<file path="config.mk">
export PLATFORM = sky130hd
export DESIGN_NAME = pool_ctrl
export DESIGN_NICKNAME = d
export VERILOG_FILES = /design/src/rtl/pool_pkg.sv /design/src/rtl/pool_addr_gen.sv /design/src/rtl/pool_ctrl.sv
export SDC_FILE = /design/constraint.sdc
export NUM_CORES = 1
export LEC_CHECK = 0
export BUFFER_PORTS_ARGS = -buffer_cell sky130_fd_sc_hd__buf_4
export CAP_MARGIN = 25
export CORE_ASPECT_RATIO = 0.6
export CORE_MARGIN = 3
export CORE_UTILIZATION = 45
export DETAILED_ROUTE_END_ITERATION = 12
export PLACE_DENSITY = 0.62
export REMOVE_ABC_BUFFERS = 1
export SYNTH_ARGS = -nofsm -noshare
export SYNTH_HDL_FRONTEND = slang
export SYNTH_SLANG_ARGS = --single-unit
</file>
<file path="constraint.sdc">
create_clock -name clk -period 5.77 [get_ports clk]
set_input_delay 0.2885 -clock clk [delete_from_list [all_inputs] [get_ports clk]]
set_output_delay 0.2885 -clock clk [all_outputs]
set_load 0.02 [all_outputs]
</file>
<file path="src/rtl/pool_pkg.sv">
// Shared types, limits and the output-size helper for the pooling sequencer.
package pool_pkg;
    localparam int K_MAX      = 3;
    localparam int S_MAX      = 3;
    localparam int K_W        = $clog2(K_MAX + 1);
    localparam int S_W        = $clog2(S_MAX + 1);
    // Field widths of the latched configuration; module parameters must not exceed them.
    localparam int CFG_DIM_W  = 6;
    localparam int CFG_ADDR_W = 12;

    typedef enum logic [2:0] {IDLE, CHECK, RUN, HOLD, DRAIN, DONE} state_e;
    typedef enum logic [1:0] {STEP_KX, STEP_KY, STEP_OX, STEP_OY} step_e;

    typedef struct packed {
        logic [CFG_DIM_W-1:0]  h;
        logic [CFG_DIM_W-1:0]  w;
        logic [K_W-1:0]        k;
        logic [S_W-1:0]        s;
        logic [CFG_ADDR_W-1:0] rd_base;
        logic [CFG_ADDR_W-1:0] wr_base;
    } cfg_t;

    // Number of window positions along one dimension: (d - k) / s + 1.
    function automatic logic [CFG_DIM_W-1:0] out_dim(input logic [CFG_DIM_W-1:0] d,
                                                     input logic [K_W-1:0]       k,
                                                     input logic [S_W-1:0]       s);
        logic [CFG_DIM_W-1:0] span;
        logic [CFG_DIM_W-1:0] q;
        span = d - CFG_DIM_W'(k);
        case (s)
            2'd2:    q = span >> 1;
            2'd3:    q = span / CFG_DIM_W'(3);
            default: q = span;
        endcase
        return q + CFG_DIM_W'(1);
    endfunction
endpackage

</file>
<file path="src/rtl/pool_addr_gen.sv">
// Incremental read/write address counters; the read address is built from
// row-start and window-start registers so no multiplier sits on the step path.
module pool_addr_gen
    import pool_pkg::*;
#(
    parameter int ADDR_W = CFG_ADDR_W
) (
    input  logic                  clk,
    input  logic                  rst_n,
    input  logic                  load_i,
    input  logic                  step_i,
    input  step_e                 mode_i,
    input  logic [CFG_DIM_W-1:0]  w_i,
    input  logic [K_W-1:0]        k_i,
    input  logic [S_W-1:0]        s_i,
    input  logic [CFG_ADDR_W-1:0] rd_base_i,
    input  logic [CFG_ADDR_W-1:0] wr_base_i,
    output logic [ADDR_W-1:0]     rd_addr_o,
    output logic [ADDR_W-1:0]     wr_addr_o
);
    logic [ADDR_W-1:0] rd_q, rd_d, win_q, win_d, row_q, row_d, wr_q, wr_d, sw_q, sw_d;
    logic [ADDR_W-1:0] w_ext, s_ext, k_m1;

    assign w_ext = ADDR_W'(w_i);
    assign s_ext = ADDR_W'(s_i);
    assign k_m1  = ADDR_W'(k_i) - ADDR_W'(1);

    always_comb begin
        // NOTE: every target gets a default first so no path leaves it unassigned (no latch).
        rd_d  = rd_q;
        win_d = win_q;
        row_d = row_q;
        wr_d  = wr_q;
        sw_d  = sw_q;
        if (load_i) begin
            rd_d  = ADDR_W'(rd_base_i);
            win_d = ADDR_W'(rd_base_i);
            row_d = ADDR_W'(rd_base_i);
            wr_d  = ADDR_W'(wr_base_i);
            // s*w is fixed per job, so it is formed once here with shifts and an add.
            case (s_i)
                2'd1:    sw_d = w_ext;
                2'd2:    sw_d = w_ext << 1;
                default: sw_d = w_ext + (w_ext << 1);
            endcase
        end else if (step_i) begin
            case (mode_i)
                STEP_KX: rd_d = rd_q + ADDR_W'(1);
                STEP_KY: rd_d = rd_q + w_ext - k_m1;
                STEP_OX: begin
                    win_d = win_q + s_ext;
                    rd_d  = win_d;
                    wr_d  = wr_q + ADDR_W'(1);
                end
                default: begin
                    row_d = row_q + sw_q;
                    win_d = row_d;
                    rd_d  = row_d;
                    wr_d  = wr_q + ADDR_W'(1);
                end
            endcase
        end
    end

    // NOTE: state registers use non-blocking assignments so all flops update together.
    always_ff @(posedge clk or negedge rst_n) begin
        if (!rst_n) begin
            rd_q  <= '0;
            win_q <= '0;
            row_q <= '0;
            wr_q  <= '0;
            sw_q  <= '0;
        end else begin
            rd_q  <= rd_d;
            win_q <= win_d;
            row_q <= row_d;
            wr_q  <= wr_d;
            sw_q  <= sw_d;
        end
    end

    assign rd_addr_o = rd_q;
    assign wr_addr_o = wr_q;
endmodule

</file>
<file path="src/rtl/pool_ctrl.sv">
// Pooling-window sequencer: FSM, window counters and the strobe pipeline that
// aligns first/last/valid with activation read data.
module pool_ctrl
    import pool_pkg::*;
#(
    parameter int ADDR_W = CFG_ADDR_W,
    parameter int DIM_W  = CFG_DIM_W
) (
    input  logic              clk,
    input  logic              rst_n,
    input  logic              start,
    input  logic [DIM_W-1:0]  cfg_h,
    input  logic [DIM_W-1:0]  cfg_w,
    input  logic [1:0]        cfg_k,
    input  logic [1:0]        cfg_s,
    input  logic [ADDR_W-1:0] cfg_rd_base,
    input  logic [ADDR_W-1:0] cfg_wr_base,
    output logic              busy,
    output logic              done,
    output logic              cfg_err,
    output logic              rd_en,
    output logic [ADDR_W-1:0] rd_addr,
    output logic              pool_vld,
    output logic              pool_first,
    output logic              pool_last,
    output logic [ADDR_W-1:0] wr_addr,
    input  logic              wr_ready
);
    state_e               state_q, state_d;
    cfg_t                 cfg_q, cfg_d;
    logic [CFG_DIM_W-1:0] ho_q, ho_d, wo_q, wo_d, ox_q, ox_d, oy_q, oy_d;
    logic [K_W-1:0]       kx_q, kx_d, ky_q, ky_d;
    logic                 err_d, gen_load, gen_step, cfg_bad;
    logic                 last_kx, last_ky, last_ox, last_oy, last_win, last_all;
    step_e                gen_mode;
    logic [ADDR_W-1:0]    gen_wr_addr;
    logic                 busy_q, done_q, err_q, rd_en_q, vld_q, first_q, last_q;
    logic [ADDR_W-1:0]    wr_addr_q;

    assign cfg_bad  = (cfg_q.k == '0) || (cfg_q.s == '0) ||
                      (CFG_DIM_W'(cfg_q.k) > cfg_q.h) || (CFG_DIM_W'(cfg_q.k) > cfg_q.w);
    assign last_kx  = (kx_q == cfg_q.k - K_W'(1));
    assign last_ky  = (ky_q == cfg_q.k - K_W'(1));
    assign last_ox  = (ox_q == wo_q - CFG_DIM_W'(1));
    assign last_oy  = (oy_q == ho_q - CFG_DIM_W'(1));
    assign last_win = last_kx && last_ky;
    assign last_all = last_win && last_ox && last_oy;

    always_comb begin
        state_d  = state_q;
        cfg_d    = cfg_q;
        ho_d     = ho_q;
        wo_d     = wo_q;
        ox_d     = ox_q;
        oy_d     = oy_q;
        kx_d     = kx_q;
        ky_d     = ky_q;
        err_d    = 1'b0;
        gen_load = 1'b0;
        gen_step = 1'b0;
        gen_mode = STEP_KX;
        case (state_q)
            IDLE: if (start) begin
                cfg_d.h       = CFG_DIM_W'(cfg_h);
                cfg_d.w       = CFG_DIM_W'(cfg_w);
                cfg_d.k       = cfg_k;
                cfg_d.s       = cfg_s;
                cfg_d.rd_base = CFG_ADDR_W'(cfg_rd_base);
                cfg_d.wr_base = CFG_ADDR_W'(cfg_wr_base);
                state_d       = CHECK;
            end
            CHECK: if (cfg_bad) begin
                err_d   = 1'b1;
                state_d = DONE;
            end else begin
                ho_d     = out_dim(cfg_q.h, cfg_q.k, cfg_q.s);
                wo_d     = out_dim(cfg_q.w, cfg_q.k, cfg_q.s);
                ox_d     = '0;
                oy_d     = '0;
                kx_d     = '0;
                ky_d     = '0;
                gen_load = 1'b1;
                state_d  = wr_ready ? RUN : HOLD;
            end
            RUN: if (last_all) begin
                state_d = DRAIN;
            end else begin
                // Counters advance to the next read; a new window waits for output space.
                gen_step = 1'b1;
                if (!last_kx) begin
                    gen_mode = STEP_KX;
                    kx_d     = kx_q + K_W'(1);
                end else if (!last_ky) begin
                    gen_mode = STEP_KY;
                    kx_d     = '0;
                    ky_d     = ky_q + K_W'(1);
                end else if (!last_ox) begin
                    gen_mode = STEP_OX;
                    kx_d     = '0;
                    ky_d     = '0;
                    ox_d     = ox_q + CFG_DIM_W'(1);
                end else begin
                    gen_mode = STEP_OY;
                    kx_d     = '0;
                    ky_d     = '0;
                    ox_d     = '0;
                    oy_d     = oy_q + CFG_DIM_W'(1);
                end
                state_d = (last_win && !wr_ready) ? HOLD : RUN;
            end
            HOLD:    if (wr_ready) state_d = RUN;
            DRAIN:   state_d = DONE;
            DONE:    state_d = IDLE;
            default: state_d = IDLE;
        endcase
    end

    always_ff @(posedge clk or negedge rst_n) begin
        if (!rst_n) begin
            state_q <= IDLE;
            cfg_q   <= '0;
            ho_q    <= '0;
            wo_q    <= '0;
            ox_q    <= '0;
            oy_q    <= '0;
            kx_q    <= '0;
            ky_q    <= '0;
        end else begin
            state_q <= state_d;
            cfg_q   <= cfg_d;
            ho_q    <= ho_d;
            wo_q    <= wo_d;
            ox_q    <= ox_d;
            oy_q    <= oy_d;
            kx_q    <= kx_d;
            ky_q    <= ky_d;
        end
    end

    // Control outputs come from next-state; datapath strobes trail rd_en by one cycle.
    always_ff @(posedge clk or negedge rst_n) begin
        if (!rst_n) begin
            busy_q    <= 1'b0;
            done_q    <= 1'b0;
            err_q     <= 1'b0;
            rd_en_q   <= 1'b0;
            vld_q     <= 1'b0;
            first_q   <= 1'b0;
            last_q    <= 1'b0;
            wr_addr_q <= '0;
        end else begin
            busy_q  <= (state_d != IDLE);
            done_q  <= (state_d == DONE);
            err_q   <= err_d;
            rd_en_q <= (state_d == RUN);
            vld_q   <= rd_en_q;
            first_q <= rd_en_q && (kx_q == '0) && (ky_q == '0);
            last_q  <= rd_en_q && last_win;
            if (rd_en_q) wr_addr_q <= gen_wr_addr;
        end
    end

    pool_addr_gen #(.ADDR_W(ADDR_W)) u_addr_gen (
        .clk       (clk),
        .rst_n     (rst_n),
        .load_i    (gen_load),
        .step_i    (gen_step),
        .mode_i    (gen_mode),
        .w_i       (cfg_q.w),
        .k_i       (cfg_q.k),
        .s_i       (cfg_q.s),
        .rd_base_i (cfg_q.rd_base),
        .wr_base_i (cfg_q.wr_base),
        .rd_addr_o (rd_addr),
        .wr_addr_o (gen_wr_addr)
    );

    assign busy       = busy_q;
    assign done       = done_q;
    assign cfg_err    = err_q;
    assign rd_en      = rd_en_q;
    assign pool_vld   = vld_q;
    assign pool_first = first_q;
    assign pool_last  = last_q;
    assign wr_addr    = wr_addr_q;
endmodule

</file>
* Yosys cells after proc, flatten, opt, wreduce, memory -nomap -nowiden *
Cells that the tools add are included.

operators by class
  add/subtract/negate cells = 19
  div/mod/pow operators = 2
  order comparisons = 2
  eq/ne operators = 22
  mux-type cells = 56
  bitwise gates (word level) = 1
  reductions and logical operators = 30

operator list
  operator                                             count
  2-to-1 mux 12 bit                                    10
  2-to-1 mux 6 bit                                     13
  case mux 12 bit (2 select lines)                     2
  case mux 6 bit (2 select lines)                      4
  case mux 12 bit (3 select lines)                     1
  adder 12 x 1 -> 12 bit, second input constant        2
  adder 6 x 1 -> 6 bit, second input constant          4
  2-to-1 mux 2 bit                                     10
  case mux 3 bit (5 select lines)                      1
  adder 12 bit                                         1
  adder 12 x 2 -> 12 bit                               1
  adder 12 x 6 -> 12 bit                               1
  divider 6 x 2 -> 6 bit, second input constant        2
  equality test 6 bit                                  2
  > comparator 2 x 6 -> 1 bit                          2
  2-to-1 mux 3 bit                                     4
  subtractor 12 bit                                    1
  subtractor 6 x 1 -> 6 bit, second input constant     2
  subtractor 6 x 2 -> 6 bit                            2
  logical NOT 2 bit                                    5
  != test 2 bit, second input constant                 5
  equality test 3 x 2 -> 1 bit, second input constant  3
  2-to-1 mux 1 bit                                     9
  adder 6 x 7 -> 8 bit                                 1
  other kinds (24)                                     44

word-level totals
  register bits = 150
  bits of input ports = 44
  output and inout port bits = 31
  logic and storage cells = 158

* Longest topological paths before layout *
Gate-level depths: netlist of the first run.

  word-level depth = 12
  gate-level depth with buffers = 26
  depth with buffers taken out = 26

* Modules after synthesis *
Synthesis of the first run repeated with hierarchy kept, for this count alone.

unflattened totals
  cells, all modules = 1206
  area total of the unflattened synthesis = 10887.9 µm²

by module, submodules not included
  module         instances  cells each  area each (µm²)  sequential area each (µm²)
  pool_ctrl      1          590         5778.0           2252.2
  pool_addr_gen  1          616         5109.9           1401.3

* Least setup slack after synthesis of the first run *
No wires, ideal clock.

  path kind = reg-to-reg
  start = register cfg_q[26] (netlist bit)
  end = register ho_q[4]
  setup time = 83 ps
  data arrival time = 4888 ps
  required time = 5687 ps
  slack = 800 ps
  cell stages (with the launch flop) = 25
  buffers on the path = 1
  period minus slack after synthesis = 4970 ps
  path through = dfrtp_1 ha_1 inv_1 fa_1 nor3_1 xor2_1 ha_1 nand2b_1 mux2i_1 xor3_1 and3_1 a211o_1 buf_6 nand2_1 o21ai_0 ha_1 nor2_1 o31ai_4 mux2i_2 a2111oi_4 a21oi_2 ha_1 nand3_1 xor2_1 o21ai_0

between the ends
  cells in the longest elaborated chain, start to end = 6
  elaborated cells between the ends (all ways) = 14
  those cells by class = add/sub: 2; div: 1; order compare: 2; mux: 3; bitwise: 1; reduce/logical: 5

RTL lines
  element                                                              RTL line                          text
  from (decl)                                                          pool_ctrl.sv:30                   cfg_t cfg_q, cfg_d;
  from (signal assigned)                                               pool_ctrl.sv:130                  cfg_q <= cfg_d;
  subtractor 6 x 2 -> 6 bit or logical NOT 2 bit (tied branches)       pool_pkg.sv:29, pool_ctrl.sv:40
  divider 6 x 2 -> 6 bit or logical OR 1 bit (tied branches)           pool_pkg.sv:32, pool_ctrl.sv:40
  case mux 6 bit (2 select lines) or logical OR 1 bit (tied branches)  pool_pkg.sv:30, pool_ctrl.sv:40
  2-to-1 mux 6 bit or logical OR 1 bit (tied branches)                 pool_ctrl.sv:72, pool_ctrl.sv:41
  2-to-1 mux 6 bit or NOT 1 bit (tied branches)                        --
  adder 6 x 1 -> 6 bit or AND reduction 2 bit (tied branches)          --
  to (signal assigned)                                                 pool_ctrl.sv:131                  ho_q <= ho_d;
  to (decl)                                                            pool_ctrl.sv:31                   logic [CFG_DIM_W-1:0] ho_q, ho_d, wo_q, wo_d, ox_q, ox_d, oy_q, oy_d;

Parallel ways exist; a longest one is shown, timed or not. The select of a mux whose other input is x is not followed.
A chain may end at the register's enable or synchronous reset.

* Worst setup path in the final report of the first run *
  start = register cfg_q[27] (netlist bit)
  end = register wo_q[4]

between the ends
  cells in the longest elaborated chain, start to end = 6
  elaborated cells between the ends (all ways) = 14
  those cells by class = add/sub: 2; div: 1; order compare: 2; mux: 3; bitwise: 1; reduce/logical: 5

RTL lines
  element                                                              RTL line                          text
  subtractor 6 x 2 -> 6 bit or logical NOT 2 bit (tied branches)       pool_pkg.sv:29, pool_ctrl.sv:40
  divider 6 x 2 -> 6 bit or logical OR 1 bit (tied branches)           pool_pkg.sv:32, pool_ctrl.sv:40
  case mux 6 bit (2 select lines) or logical OR 1 bit (tied branches)  pool_pkg.sv:30, pool_ctrl.sv:40
  2-to-1 mux 6 bit or logical OR 1 bit (tied branches)                 pool_ctrl.sv:72, pool_ctrl.sv:41
  2-to-1 mux 6 bit or NOT 1 bit (tied branches)                        --
  adder 6 x 1 -> 6 bit or AND reduction 2 bit (tied branches)          --
  to (signal assigned)                                                 pool_ctrl.sv:132                  wo_q <= wo_d;
  to (decl)                                                            pool_ctrl.sv:31

Parallel ways exist; a longest one is shown, timed or not. The select of a mux whose other input is x is not followed.

==> flow_summary.yaml, run 1 <==
floorplan:
  fp.coreArea_um2: 21500
  dieHeight_um: 122
  pin_count: 75
  initial_utilization: 0.468
  die_area_um2: 24200
  die_x_um: 199
  rows: 41
grt:
  grt_pass1_wl_um: 43000
  grt_pass1_vias: 7736
  grt_max_degree: 97
  grt_usage: 0.226
  overflow: 0
  antenna_found_initial: 0
synth:
  synthTopCellsByArea: "dfrtp_1 36%, ha_1 8.2%, mux2_2 4.9%"
  synth.most_common_cell: "dfrtp_1"
  yosysSeqAreaShare: 0.363
  yosysTopAreaCell: "dfrtp_1"
  synth.avg_cell_area_um2: 8.94
  synthSimpleGateAreaFrac: 0.166
  synthAdderAreaFrac: 0.104
  synth_common_cells: "146 x dfrtp_1, 125 x nand2_1, 95 x o21ai_0"
  synth_xor_area_frac: 0.0839
  synth-seq-cells: 146
  synth_top_family_by_area: "compound AO/OA/AOI/OAI gates"
  synth_compound_area_frac: 0.183
  synth-edff-count: 0
  yosysWarnings: 0
  yosys.cell_types.count: 70
  muxShareOfSynthArea: 0.0546
  synth-async-reset-ratio: 1.00
  synth_top_area_frac: 0.363
  syn-cell-area_um2: 10100
  netlist_instances: 1125
  synth_ff_type: "dfrtp_1"
finish:
  nets: 1307
  antennaDiodeCount: 0
  final_cells: 1477
  areaGrowthSynthToFinish_pct: 14.8
  drive_gt1_frac: 0.155
  n_fill_cell: 1974
clock_tree:
  cts_made_buffers: 17
  cts_sinks: 146
  cts_tree: "built"
  path_clk_slew_ps: 70
  postCtsSetupRepairBufs: 0
  root_buffer: "clkbuf_16"
  cts.path.max_buffers: 2
  insertion_delay_ps: 430
  htreeDepth: 4
timing:
  fin_worst_skew_ps: 12.5
  setup_violations: 0
  period_needed_ps: 5290
  max_freq_mhz: 189
  max_slew_margin: 0.285
  hold_viol_final: 0
  report.final.slew_viol_count: 0
  worstMarginPinSlew_ps: 1070
  fin_crit_sh: 0.916
  rsz0062_at_grt: "no"
  whs_ps: 66.9
  fin_setup_tns_ps: 0
critical_path:
  start_kind: "flop"
  path_class: "reg -> reg"
  endpoint_kind: "flop"
  arrival_ps: 5560
  path_max_fanout: 6
  required_ps: 6050
route:
  via_per_inst: 5.68
  ant_nets: 0
  drc: 0
  drt_iter0_drc: 708
  firstDrtPassIters: 5
  vias: 8391
  routedWlPerCell_um: 18.1
  finalWirelength_um: 26800
hold_path:
  min_path_type: "in -> reg"
place:
  hpwl_um: 19500
  dpl.cell_count: 1445
  gp_congestion: 0.909
  placement.io_buffers: 74
job:
  maxCapViolations: 0
status:
  status: "finished, final reports clean"
[logic make-up (layout without fill, tap and decap cells)]
family / after synthesis / in the layout
xor gates and xnor gates: 93 / 93
muxes: 49 / 49
AOI/OAI and AO/OA: 285 / 285
buffers and inverters: 116 / 189
adders and majority gates: 77 / 77
DFF: 146 / 146
and+or+nand+nor: 359 / 359
[timing repair]
| action | 4_1_cts | 5_1_grt |
|---|---|---|
| setup endpoints to repair | 0 | 9 |
| hold buffers | 1 | 0 |
| gates resized for setup | 0 | 9 |
| endpoints found under the hold margin | 2 | 0 |
[per-layer routing]
layer  vias up  part of all wire  routed length (um)  GRT usage
met5         -                 0                   0          0
met4         0            0.0068                 183     0.0408
met3        14             0.072                1930     0.0481
met2       286              0.39               10500      0.301
met1      3984              0.53               14200      0.371
li1       4107                 -                   -          -
[worst paths after layout]
check	startpoint	end	slack, ps	cells past startpoint
max	cfg_q[27]	wo_q[4]	480	25
min	cfg_w[1]	cfg_q[29]	70	3
max reg2reg	cfg_q[27]	wo_q[4]	480	25
min reg2reg	cfg_q[6]	u_addr_gen.wr_addr_o[6]	480	2
max in group asynchronous	rst_n	cfg_q[26]	3960	3
min in group asynchronous	rst_n	cfg_q[39]	490	2
[state kept, by name (all words and copies together) (netlist names), 6 cells and up]
name,flops
cfg_q,40
u_addr_gen.rd_addr_o,12
u_addr_gen.row_q,12
u_addr_gen.win_q,12
u_addr_gen.wr_addr_o,12
wr_addr,12
u_addr_gen.sw_q,8
ho_q,6
ox_q,6
oy_q,6
wo_q,6
[placed cells by master, fill, tap and decap left out, types with 5 or more instances in the layout]
cell type and instances:
nor2_1 89, a221o_1 8, buf_4 87, a21o_1 16, or2_2 5, nand2b_1 11
mux2_2 44, xor2_1 39, o31ai_1 10, nor3_1 15, a211o_1 5, a31oi_1 9
a21oi_1 66, and2_1 9, inv_1 68, a22oi_1 6, a211oi_1 8, clkbuf_16 17
o22ai_1 9, ha_1 66, a221oi_1 6, nand2_1 125, dfrtp_1 145, nand4_1 13
fa_1 11, nor2b_1 12, o211ai_1 7, nand3_1 42, xnor2_1 51, o21ai_0 95
and3_1 15
[worst max-delay path, stage by stage, from the launching register on]
cell and delay (ps):
dfrtp_1 360, inv_1 250, ha_1 290, nand2b_1 120, and2_1 140, o21ai_0 90
xnor2_1 440, inv_1 90, ha_1 250, ha_1 230, nor2_1 150, a21oi_1 120
and3_1 210, a21oi_1 390, nand2_1 140, o21ai_0 210, ha_1 280, nand4_1 110
o22ai_1 160, a31oi_1 60, o311ai_1 350, nand2_1 160, ha_1 250, nand2_1 80
xnor2_1 110, o21ai_0 80
[through the flow]
step | cell area [um2] | utilization | worst slack, ps
after floorplan | 9860 | - | 74.1
after global placement | 10900 | 0.506 | 324
after detailed placement | 10900 | 0.506 | 138
after CTS | 11500 | 0.535 | 127
after global routing | 11500 | 0.537 | 50.5
final | 11500 | 0.537 | 484
[layout make-up]
cell class / count / area [um2] / area share
clock buffer: 21 / 460 / 0.0399
clock inverter: 10 / 149 / 0.0129
inverter: 69 / 259 / 0.0224
multi-input combinational: 863 / 5990 / 0.519
sequential: 146 / 3650 / 0.317
tap: 279 / 349 / 0.0302
timing repair buffer: 89 / 674 / 0.0584
Power of run 1 is not shown: default switching activity piles up to over one toggle a cycle in this logic, so the estimate is an artifact.
==> inputs of run 2 (changes only) <==
==> constraint.sdc (replaced) <==
create_clock -name clk -period 5.77 [get_ports clk]
set_input_delay 0 -clock clk [delete_from_list [all_inputs] [get_ports clk]]
set_output_delay 0 -clock clk [all_outputs]
set_load 0.02 [all_outputs]
==> flow_summary.yaml, run 2 (synthesis results as in run 1) <==
grt:
  grt_pass1_wl_um: 43500
  overflow: 0
  grt_usage: 0.229
  grt_max_degree: 97
  grt_pass1_vias: 7920
  antenna_found_initial: 0
critical_path:
  arrival_ps: 5540
  required_ps: 6050
  r2r-end: "wo_q[4]"
  r2r.worst_path.cells: 25
  path_class: "reg -> reg"
  path_max_fanout: 6
  start_kind: "flop"
  endpoint_kind: "flop"
  r2r_slack_ps: 510
  reg2reg_from: "cfg_q[27]"
route:
  routed.top_layer: "met4"
  drc: 0
  drt_iter0_drc: 713
  ant_nets: 0
  wl_met1_um: 14300
  via_per_inst: 5.61
  firstDrtPassIters: 5
  finalWirelength_um: 27000
  wl_met3_um: 1840
  route.met2.wl_um: 10600
  vias: 8513
  routedWlPerCell_um: 17.8
clock_tree:
  htreeDepth: 4
  path_clk_slew_ps: 70
  cts.path.max_buffers: 2
  cts_tree: "built"
  root_buffer: "clkbuf_16"
  cts_sinks: 146
  cts_made_buffers: 17
  insertion_delay_ps: 420
floorplan:
  initial_utilization: 0.468
  pin_count: 75
  die_x_um: 199
  fp.coreArea_um2: 21500
  rows: 41
  die_area_um2: 24200
  dieHeight_um: 122
finish:
  multi_input_area_um2: 5990
  n_fill_cell: 1933
  mostFrequentLayoutCell: "dfrtp_1"
  nets: 1348
  drive_gt1_frac: 0.150
  antennaDiodeCount: 0
  register_area_um2: 3650
  largest_reg_flops: 40
  mostFrequentLayoutCells: "145 x dfrtp_1, 125 x nand2_1, 95 x o21ai_0, 89 x nor2_1, 87 x buf_4"
  largest_register: "cfg_q"
  areaGrowthSynthToFinish_pct: 18.9
timing:
  max_slew_margin: 0.281
  max_freq_mhz: 190
  fin_crit_sh: 0.912
  setup_violations: 0
  rsz0062_at_grt: "no"
  report.final.slew_viol_count: 0
  fin_setup_tns_ps: 0
  worstMarginPinSlew_ps: 1080
  hold_viol_final: 0
  period_needed_ps: 5260
  fin_worst_skew_ps: 10.3
place:
  hpwl_um: 19500
  placement.io_buffers: 74
  gp_congestion: 0.909
hold_path:
  hold_depth: 5
  hp-start: "start"
  min_path_type: "in -> reg"
  min_to: "state_q[0]"
job:
  maxCapViolations: 0
status:
  status: "finished, final reports clean"
==> run 2: repair_timing <==
item                                   in CTS  in global routing
resized for setup                           0                  9
endpoints found under the hold margin     139                  0
setup endpoints to repair                   0                  9
hold buffers                               42                  0
buffers inserted                            0                  0
==> run 2: worst max-delay path, cell delays in order, from the launching register on <==
cell and delay [ps]:
dfrtp_1 360, inv_1 250, ha_1 290, nand2b_1 120
and2_1 140, o21ai_0 90, xnor2_1 430, inv_1 90
ha_1 250, ha_1 230, nor2_1 150, a21oi_1 110
and3_1 210, a21oi_1 380, nand2_1 140, o21ai_0 210
ha_1 270, nand4_1 110, o22ai_1 160, a31oi_1 60
o311ai_1 350, nand2_1 170, ha_1 250, nand2_1 80
xnor2_1 110, o21ai_0 90
==> run 2: layout make-up <==
| type | instances | share of cell area |
|---|---|---|
| timing repair buffer | 130 | 0.0908 |
| clock inverter | 10 | 0.0125 |
| multi-input combinational | 863 | 0.502 |
| tap | 279 | 0.0292 |
| inverter | 69 | 0.0217 |
| clock buffer | 21 | 0.0385 |
| sequential | 146 | 0.306 |
==> run 2: through the flow <==
stage                     cell area (um2)  cells  hold WS (ps)  utilization  worst slack, ps
after detailed placement            10900   1445           159        0.506              138
final                               12000   1518           148        0.556              508
after floorplan                      9860   1078          -296            -             74.1
after global routing                12000   1518           207        0.556             50.6
after global placement              10900   1445           157        0.506              324
after CTS                           11900   1518           129        0.554              127
==> run 2: how the worst max path moves through the flow <==
stage	start	to	slack, ps
after floorplan	cfg_q[26]	u_addr_gen.rd_addr_o[3]	70
after global placement	cfg_q[26]	ho_q[4]	320
after detailed placement	cfg_q[26]	ho_q[4]	140
after CTS	cfg_q[26]	ho_q[4]	130
after global routing	cfg_q[28]	wo_q[4]	50
final	cfg_q[27]	wo_q[4]	510
==> run 2: per-layer routing <==
metal | global-route usage | vias to the layer above
li1 | - | 4184
met4 | 0.0408 | 0
met2 | 0.308 | 289
met5 | 0 | -
met1 | 0.373 | 4028
met3 | 0.0478 | 12
Power of run 2 is left out for the same reason.
